## src/rtl/div_sequencer.sv

```systemverilog
// div_sequencer: control FSM sequencing a DW-iteration shift-subtract datapath for signed division.
// Optional abort input (i_abort) is enabled by defining DIV_SEQ_ABORT_EN.
module div_sequencer #(
    parameter int unsigned DW = 16,
    parameter int unsigned CW = $clog2(DW)
) (
    input  logic          clk,
    input  logic          rst,
`ifdef DIV_SEQ_ABORT_EN
    input  logic          i_abort,
`endif
    input  logic          i_start,
    input  logic [DW-1:0] i_dividend,
    input  logic [DW-1:0] i_divisor,
    input  logic [DW-1:0] i_dp_quotient,
    input  logic [DW-1:0] i_dp_remainder,
    output logic          o_dp_init,
    output logic          o_dp_enable,
    output logic [DW-1:0] o_dp_dividend,
    output logic [DW-1:0] o_dp_divisor,
    output logic          o_ready,
    output logic          o_done,
    output logic [DW-1:0] o_quotient,
    output logic [DW-1:0] o_remainder,
    output logic          o_div_by_zero,
    output logic          o_overflow
);

    localparam logic [DW-1:0] ONE     = DW'(1);
    localparam logic [DW-1:0] MIN_NEG = {1'b1, {(DW-1){1'b0}}};
    localparam logic [DW-1:0] MAX_POS = {1'b0, {(DW-1){1'b1}}};

    typedef enum logic [2:0] {
        S_IDLE,
        S_LOAD,
        S_RUN,
        S_FIX,
        S_DONE
    } state_e;

    state_e        state_q, state_d;
    logic [CW-1:0] cnt_q, cnt_d;
    logic [DW-1:0] dvd_q, dvd_d;
    logic [DW-1:0] dvs_q, dvs_d;
    logic          neg_quot_q, neg_quot_d;
    logic          neg_rem_q, neg_rem_d;
    logic          ovf_case_q, ovf_case_d;
    logic          init_q, init_d;
    logic          enable_q, enable_d;
    logic          ready_q, ready_d;
    logic          done_q, done_d;
    logic [DW-1:0] quot_q, quot_d;
    logic [DW-1:0] rem_q, rem_d;
    logic          dbz_q, dbz_d;
    logic          ovf_q, ovf_d;

    logic          abort_c;
    logic [DW-1:0] dividend_mag_c;
    logic [DW-1:0] divisor_mag_c;

`ifdef DIV_SEQ_ABORT_EN
    assign abort_c = i_abort;
`else
    assign abort_c = 1'b0;
`endif

    // Two's-complement magnitudes; MIN_NEG maps onto itself, which is its correct unsigned magnitude.
    assign dividend_mag_c = i_dividend[DW-1] ? (~i_dividend + ONE) : i_dividend;
    assign divisor_mag_c  = i_divisor[DW-1]  ? (~i_divisor + ONE)  : i_divisor;

    always_comb begin
        state_d    = state_q;
        cnt_d      = cnt_q;
        dvd_d      = dvd_q;
        dvs_d      = dvs_q;
        neg_quot_d = neg_quot_q;
        neg_rem_d  = neg_rem_q;
        ovf_case_d = ovf_case_q;
        quot_d     = quot_q;
        rem_d      = rem_q;
        dbz_d      = dbz_q;
        ovf_d      = ovf_q;

        case (state_q)
            S_IDLE: begin
                if (i_start) begin
                    dvd_d      = dividend_mag_c;
                    dvs_d      = divisor_mag_c;
                    neg_quot_d = i_dividend[DW-1] ^ i_divisor[DW-1];
                    neg_rem_d  = i_dividend[DW-1];
                    ovf_case_d = (i_dividend == MIN_NEG) && (i_divisor == '1);
                    quot_d     = '0;
                    rem_d      = '0;
                    dbz_d      = 1'b0;
                    ovf_d      = 1'b0;
                    if (i_divisor == '0) begin
                        rem_d   = i_dividend;
                        dbz_d   = 1'b1;
                        state_d = S_DONE;
                    end else begin
                        state_d = S_LOAD;
                    end
                end
            end
            S_LOAD: begin
                if (abort_c) begin
                    state_d = S_IDLE;
                end else begin
                    cnt_d   = CW'(DW - 1);
                    state_d = S_RUN;
                end
            end
            S_RUN: begin
                if (abort_c) begin
                    state_d = S_IDLE;
                end else begin
                    cnt_d = cnt_q - CW'(1);
                    if (cnt_q == '0) begin
                        state_d = S_FIX;
                    end
                end
            end
            S_FIX: begin
                // Sign correction for truncating division; MIN_NEG / -1 saturates.
                if (abort_c) begin
                    state_d = S_IDLE;
                end else begin
                    if (ovf_case_q) begin
                        quot_d = MAX_POS;
                        rem_d  = '0;
                        ovf_d  = 1'b1;
                    end else begin
                        quot_d = neg_quot_q ? (~i_dp_quotient + ONE) : i_dp_quotient;
                        rem_d  = neg_rem_q ? (~i_dp_remainder + ONE) : i_dp_remainder;
                    end
                    state_d = S_DONE;
                end
            end
            S_DONE: begin
                state_d = S_IDLE;
            end
            default: begin
                state_d = S_IDLE;
            end
        endcase

        // Strobes are registered copies of the next state so they align with the state they describe.
        ready_d  = (state_d == S_IDLE);
        init_d   = (state_d == S_LOAD);
        enable_d = (state_d == S_RUN);
        done_d   = (state_d == S_DONE);
    end

    always_ff @(posedge clk or negedge rst) begin
        if (!rst) begin
            state_q    <= S_IDLE;
            cnt_q      <= '0;
            dvd_q      <= '0;
            dvs_q      <= '0;
            neg_quot_q <= 1'b0;
            neg_rem_q  <= 1'b0;
            ovf_case_q <= 1'b0;
            init_q     <= 1'b0;
            enable_q   <= 1'b0;
            ready_q    <= 1'b1;
            done_q     <= 1'b0;
            quot_q     <= '0;
            rem_q      <= '0;
            dbz_q      <= 1'b0;
            ovf_q      <= 1'b0;
        end else begin
            state_q    <= state_d;
            cnt_q      <= cnt_d;
            dvd_q      <= dvd_d;
            dvs_q      <= dvs_d;
            neg_quot_q <= neg_quot_d;
            neg_rem_q  <= neg_rem_d;
            ovf_case_q <= ovf_case_d;
            init_q     <= init_d;
            enable_q   <= enable_d;
            ready_q    <= ready_d;
            done_q     <= done_d;
            quot_q     <= quot_d;
            rem_q      <= rem_d;
            dbz_q      <= dbz_d;
            ovf_q      <= ovf_d;
        end
    end

    assign o_dp_init     = init_q;
    assign o_dp_enable   = enable_q;
    assign o_dp_dividend = dvd_q;
    assign o_dp_divisor  = dvs_q;
    assign o_ready       = ready_q;
    assign o_done        = done_q;
    assign o_quotient    = quot_q;
    assign o_remainder   = rem_q;
    assign o_div_by_zero = dbz_q;
    assign o_overflow    = ovf_q;

endmodule

```

## config.mk

```make
export PLATFORM = sky130hd
export DESIGN_NAME = div_sequencer
export DESIGN_NICKNAME = d
export VERILOG_FILES = /design/src/rtl/div_sequencer.sv
export SDC_FILE = /design/constraint.sdc
export NUM_CORES = 1
export LEC_CHECK = 0
export ABC_AREA = 1
export ABC_CLOCK_PERIOD_IN_PS = 1550
export BUFFER_PORTS_ARGS = -buffer_cell sky130_fd_sc_hd__buf_2
export CAP_MARGIN = 0
export CORE_MARGIN = 10
export CORE_UTILIZATION = 39
export CTS_BUF_LIST = sky130_fd_sc_hd__clkbuf_16
export DETAILED_ROUTE_END_ITERATION = 10
export PLACE_DENSITY = 0.62
export RECOVER_POWER = 100
export SLEW_MARGIN = 10
export SYNTH_ARGS = -nofsm -noshare
export SYNTH_HDL_FRONTEND = slang
export SYNTH_SLANG_ARGS = --single-unit
```

## constraint.sdc

```tcl
create_clock -name clk -period 1.55 [get_ports clk]
set_clock_uncertainty 0.2 [all_clocks]
set_input_delay 0.3875 -clock clk [delete_from_list [all_inputs] [get_ports clk]]
set_output_delay 0.3875 -clock clk [all_outputs]
set_load 0.02 [all_outputs]
```

==> results by group <==
Outcome
  • Status: finished, violations left
  • Failing checks: setup timing

Synthesis
  • Largest family of logic cells by synthesized area: simple AND/OR/NAND/NOR gates
  • Synth Area in Compound Gates: 8.53%
  • Synth Area in Adders: 1.54%
  • Gate Count Post-Synth: 710
  • Synthesized area: 4890 sq um
  • FF+latch count, synth: 80
  • Syn_nets: 783
  • Mux cell area share after synthesis: 0%
  • Post-Synth Simple-Gate Area: 38.4%
  • Distinct cells, synth: 34
  • Yosys warns: 0
  • Sequential area share after synthesis: 41.0%
  • Synth Area in XOR/XNOR: 2.87%
  • Mean Syn Cell Area: 6.88 sq um

Global route
  • Largest net degree at the start of global routing: 27
  • Gr usage total: 18.9%
  • Vias in the first global route: 5,727
  • Global-route wire length before repair: 27.6 mm
  • Global route overflow: 0
  • Initial antenna violation count: 0

Final layout
  • Nets@finish: 1,026
  • Fillers: 1,160
  • Most frequent cells in the layout: 231 x nand2_1, 134 x buf_2, 101 x buf_4, 79 x dfrtp_1, 74 x nand3_1
  • Most common cell after layout, fill and taps aside: nand2_1
  • Share of cells above drive strength 1: 34.4%
  • ANT cells: 0
  • Layout Cells excl Fill: 1,126
  • Layout area overhead: 46.6%

Power
  • P_sw: 4.77 mW
  • Sequential group share of total power: 31.0%
  • Pwr Total: 11.0 mW
  • Maximum vdd drop: 929 uV
  • Switching Fraction: 43.2%
  • Comb pwr share: 50.3%
  • Leakage: 3.89 nW
  • P_int: 6.25 mW
  • Total power per unit cell area: 1540 nW/um^2
  • Clock network fraction of design power: 18.7%

Worst setup path
  • WS Path Type: flip-flop to flip-flop
  • Worst Path Max Fanout: 7
  • Critical Path AT: 1.68 ns
  • Crit path to: o_remainder[9]$_DFFE_PN0P_
  • CP required: 1.63 ns
  • Crit path from: state_q[1]$_DFF_PN0_
  • Kind of end point of the critical path: flip-flop
  • Worst R2R End: o_remainder[9]$_DFFE_PN0P_
  • R2R cell count: 8
  • RR Startpoint: state_q[1]$_DFF_PN0_
  • Critical path startpoint category: flip-flop
  • Reg2reg setup slack: -0.04 ns

Placement
  • Placed cell count: 1,103
  • Gpl congestion: 0.933
  • Detail Placement HPWL: 13.2 mm
  • Port bufs: 136

Clock network
  • Clock Latency Late Sink: 0.34 ns
  • Max Buffers Root-to-Sink: 2
  • CTS sink count: 80
  • Clock transition at path regs: 0.06 ns
  • Num CTS Buffers: 9
  • H-tree lvl count: 3
  • Root buf cell: clkbuf_16
  • CTS tree: yes

Detailed routing
  • Drt total wl: 16.5 mm
  • Vias per cell: 4.91
  • Routed len/inst: 14.7 microns
  • Iter 0 DRT Violations: 298
  • DRT Pass-1 Iters: 5
  • DR DRC count: 0
  • DR vias: 5,529
  • Antenna viol nets, final: 0

Floorplanning
  • Num rows: 40
  • CORE AREA: 12,200 sq um
  • Io pins: 137
  • Die area: 17,400 sq um
  • Die Y: 132 microns
  • Die X: 132 microns
  • Initial core utilization: 40.2%

Timing
  • Worst Tran Pin Value: 0.431 ns
  • Final setup fails: 11
  • Relative slew slack: 71.3%
  • Fin crit share: 103%
  • Slew Viols, Final: 0
  • Final Hold Vio Count: 0
  • Max Fclk: 0.628 GHz
  • Tmin final: 1.59 ns
  • RSZ-0062 raised after global routing: yes
  • Worst hold slack: 0.136 ns
  • Final setup margin: -0.0422 ns

Min path
  • Worst hold path class: primary input to flip-flop

Flow run
  • Max Cap Viol: 0
## cell usage after synthesis (all sizes together)
master,n,area share [%]
buf,13,1.5
dfrtp,79,40
ha,6,1.5
o22a,1,0.18
or2,2,0.26
o21ai,56,5.7
o211ai,2,0.31
a31oi,6,0.77
clkbuf,10,0.77
o31ai,1,0.15
inv,70,5.4
o21bai,1,0.23
nand4,12,1.5
a22o,1,0.18
nand2,244,19
a21o,1,0.15
a21oi,8,0.82
xnor2,4,0.72
nor3,11,1.2
dfstp,1,0.54
nor3b,1,0.15
nor2,73,6.2
nand3,90,9.5
nand3b,5,0.77
xor2,12,2.2
## sequential cells by signal, summed over array words and instances (netlist names), 3 cells and up
register,count
o_dp_divisor,16
o_remainder,16
state_q,3
cnt_q,4
o_quotient,16
o_dp_dividend,16
## metal layers
metal  wire (microns)  global-route usage (%)
met2             7660                    30.5
met4              257                    5.93
met5                0                       0
met3             1130                    5.03
met1             7450                    23.9
## power groups by stage
stage	combinational (mW)	clock [mW]	sequential [mW]
CTS	5.42	2.10	3.41
floorplan	2.20	0	4.25
finish	5.54	2.06	3.42
global placement	5.15	0	3.40
detailed placement	5.22	0	3.42
global route	6.18	2.20	3.52
## worst max-delay path, cell delays in order, from the launching register on
cell     delay (ns)
dfrtp_1        0.41
buf_6          0.13
nand3_4        0.11
nor2_4         0.24
buf_6          0.15
nand3_2        0.08
nand2_2        0.09
nand2_1        0.06
nand2_1        0.05
## area by class of cell
type / count / area [sq um] / area share, %
Clock buffer: 9 / 225 / 3.14
Tap cell: 168 / 210 / 2.93
Clock inverter: 7 / 56.3 / 0.786
Sequential cell: 80 / 2000 / 28.0
Inverter: 70 / 279 / 3.90
Timing Repair inverter: 2 / 16.3 / 0.227
Multi-Input combinational cell: 537 / 2730 / 38.1
Timing Repair Buffer: 253 / 1640 / 22.9
## through the flow
step                      setup TNS [ns]  cell area [sq um]  setup WS (ns)  utilization (%)
after CTS                         -0.428               7030        -0.0508             57.8
after detailed placement          -11.18               6640         -0.389             54.6
after global routing               -2.84               7160         -0.123             58.9
after floorplan                        0               4950       0.000468                -
final                             -0.256               7160        -0.0422             58.9
after global placement             -8.96               6640         -0.358             54.6
## cells by family after synthesis
kind of cell    Yosys count
buf+inv                  93
simple gates            438
compound gates           77
fa+ha+maj                 6
xor+xnor                 16
flops                    80
## what timing repair did
| action | CTS | global route |
|---|---|---|
| pin swaps | 6 | 22 |
| buffers inserted | 4 | 2 |
| setup endpoints to repair | 66 | 63 |
| cloned | 1 | 1 |
| hold endpoints to repair | 58 | 0 |
| gates resized for setup | 21 | 47 |
| hold buffers | 1 | 0 |
## worst min-delay path by stage
| stage | startpoint | to | slack [ns] | cells past startpoint |
|---|---|---|---|---|
| 2_1_floorplan | rst | cnt_q[0]$_DFFE_PN0P_ | -0.11 | 0 |
| 3_3_place_gp | rst | o_quotient[2]$_DFFE_PN0P_ | 0.08 | 1 |
| 3_5_place_dp | rst | o_quotient[0]$_DFFE_PN0P_ | 0.08 | 1 |
| 4_1_cts | i_dividend[6] | o_remainder[6]$_DFFE_PN0P_ | 0.12 | 3 |
| 5_1_grt | i_dividend[6] | o_remainder[6]$_DFFE_PN0P_ | 0.14 | 3 |
| 6_report | i_divisor[14] | o_dp_divisor[14]$_DFFE_PN0P_ | 0.14 | 4 |
Note: power is estimated with default switching activity, not from simulation.
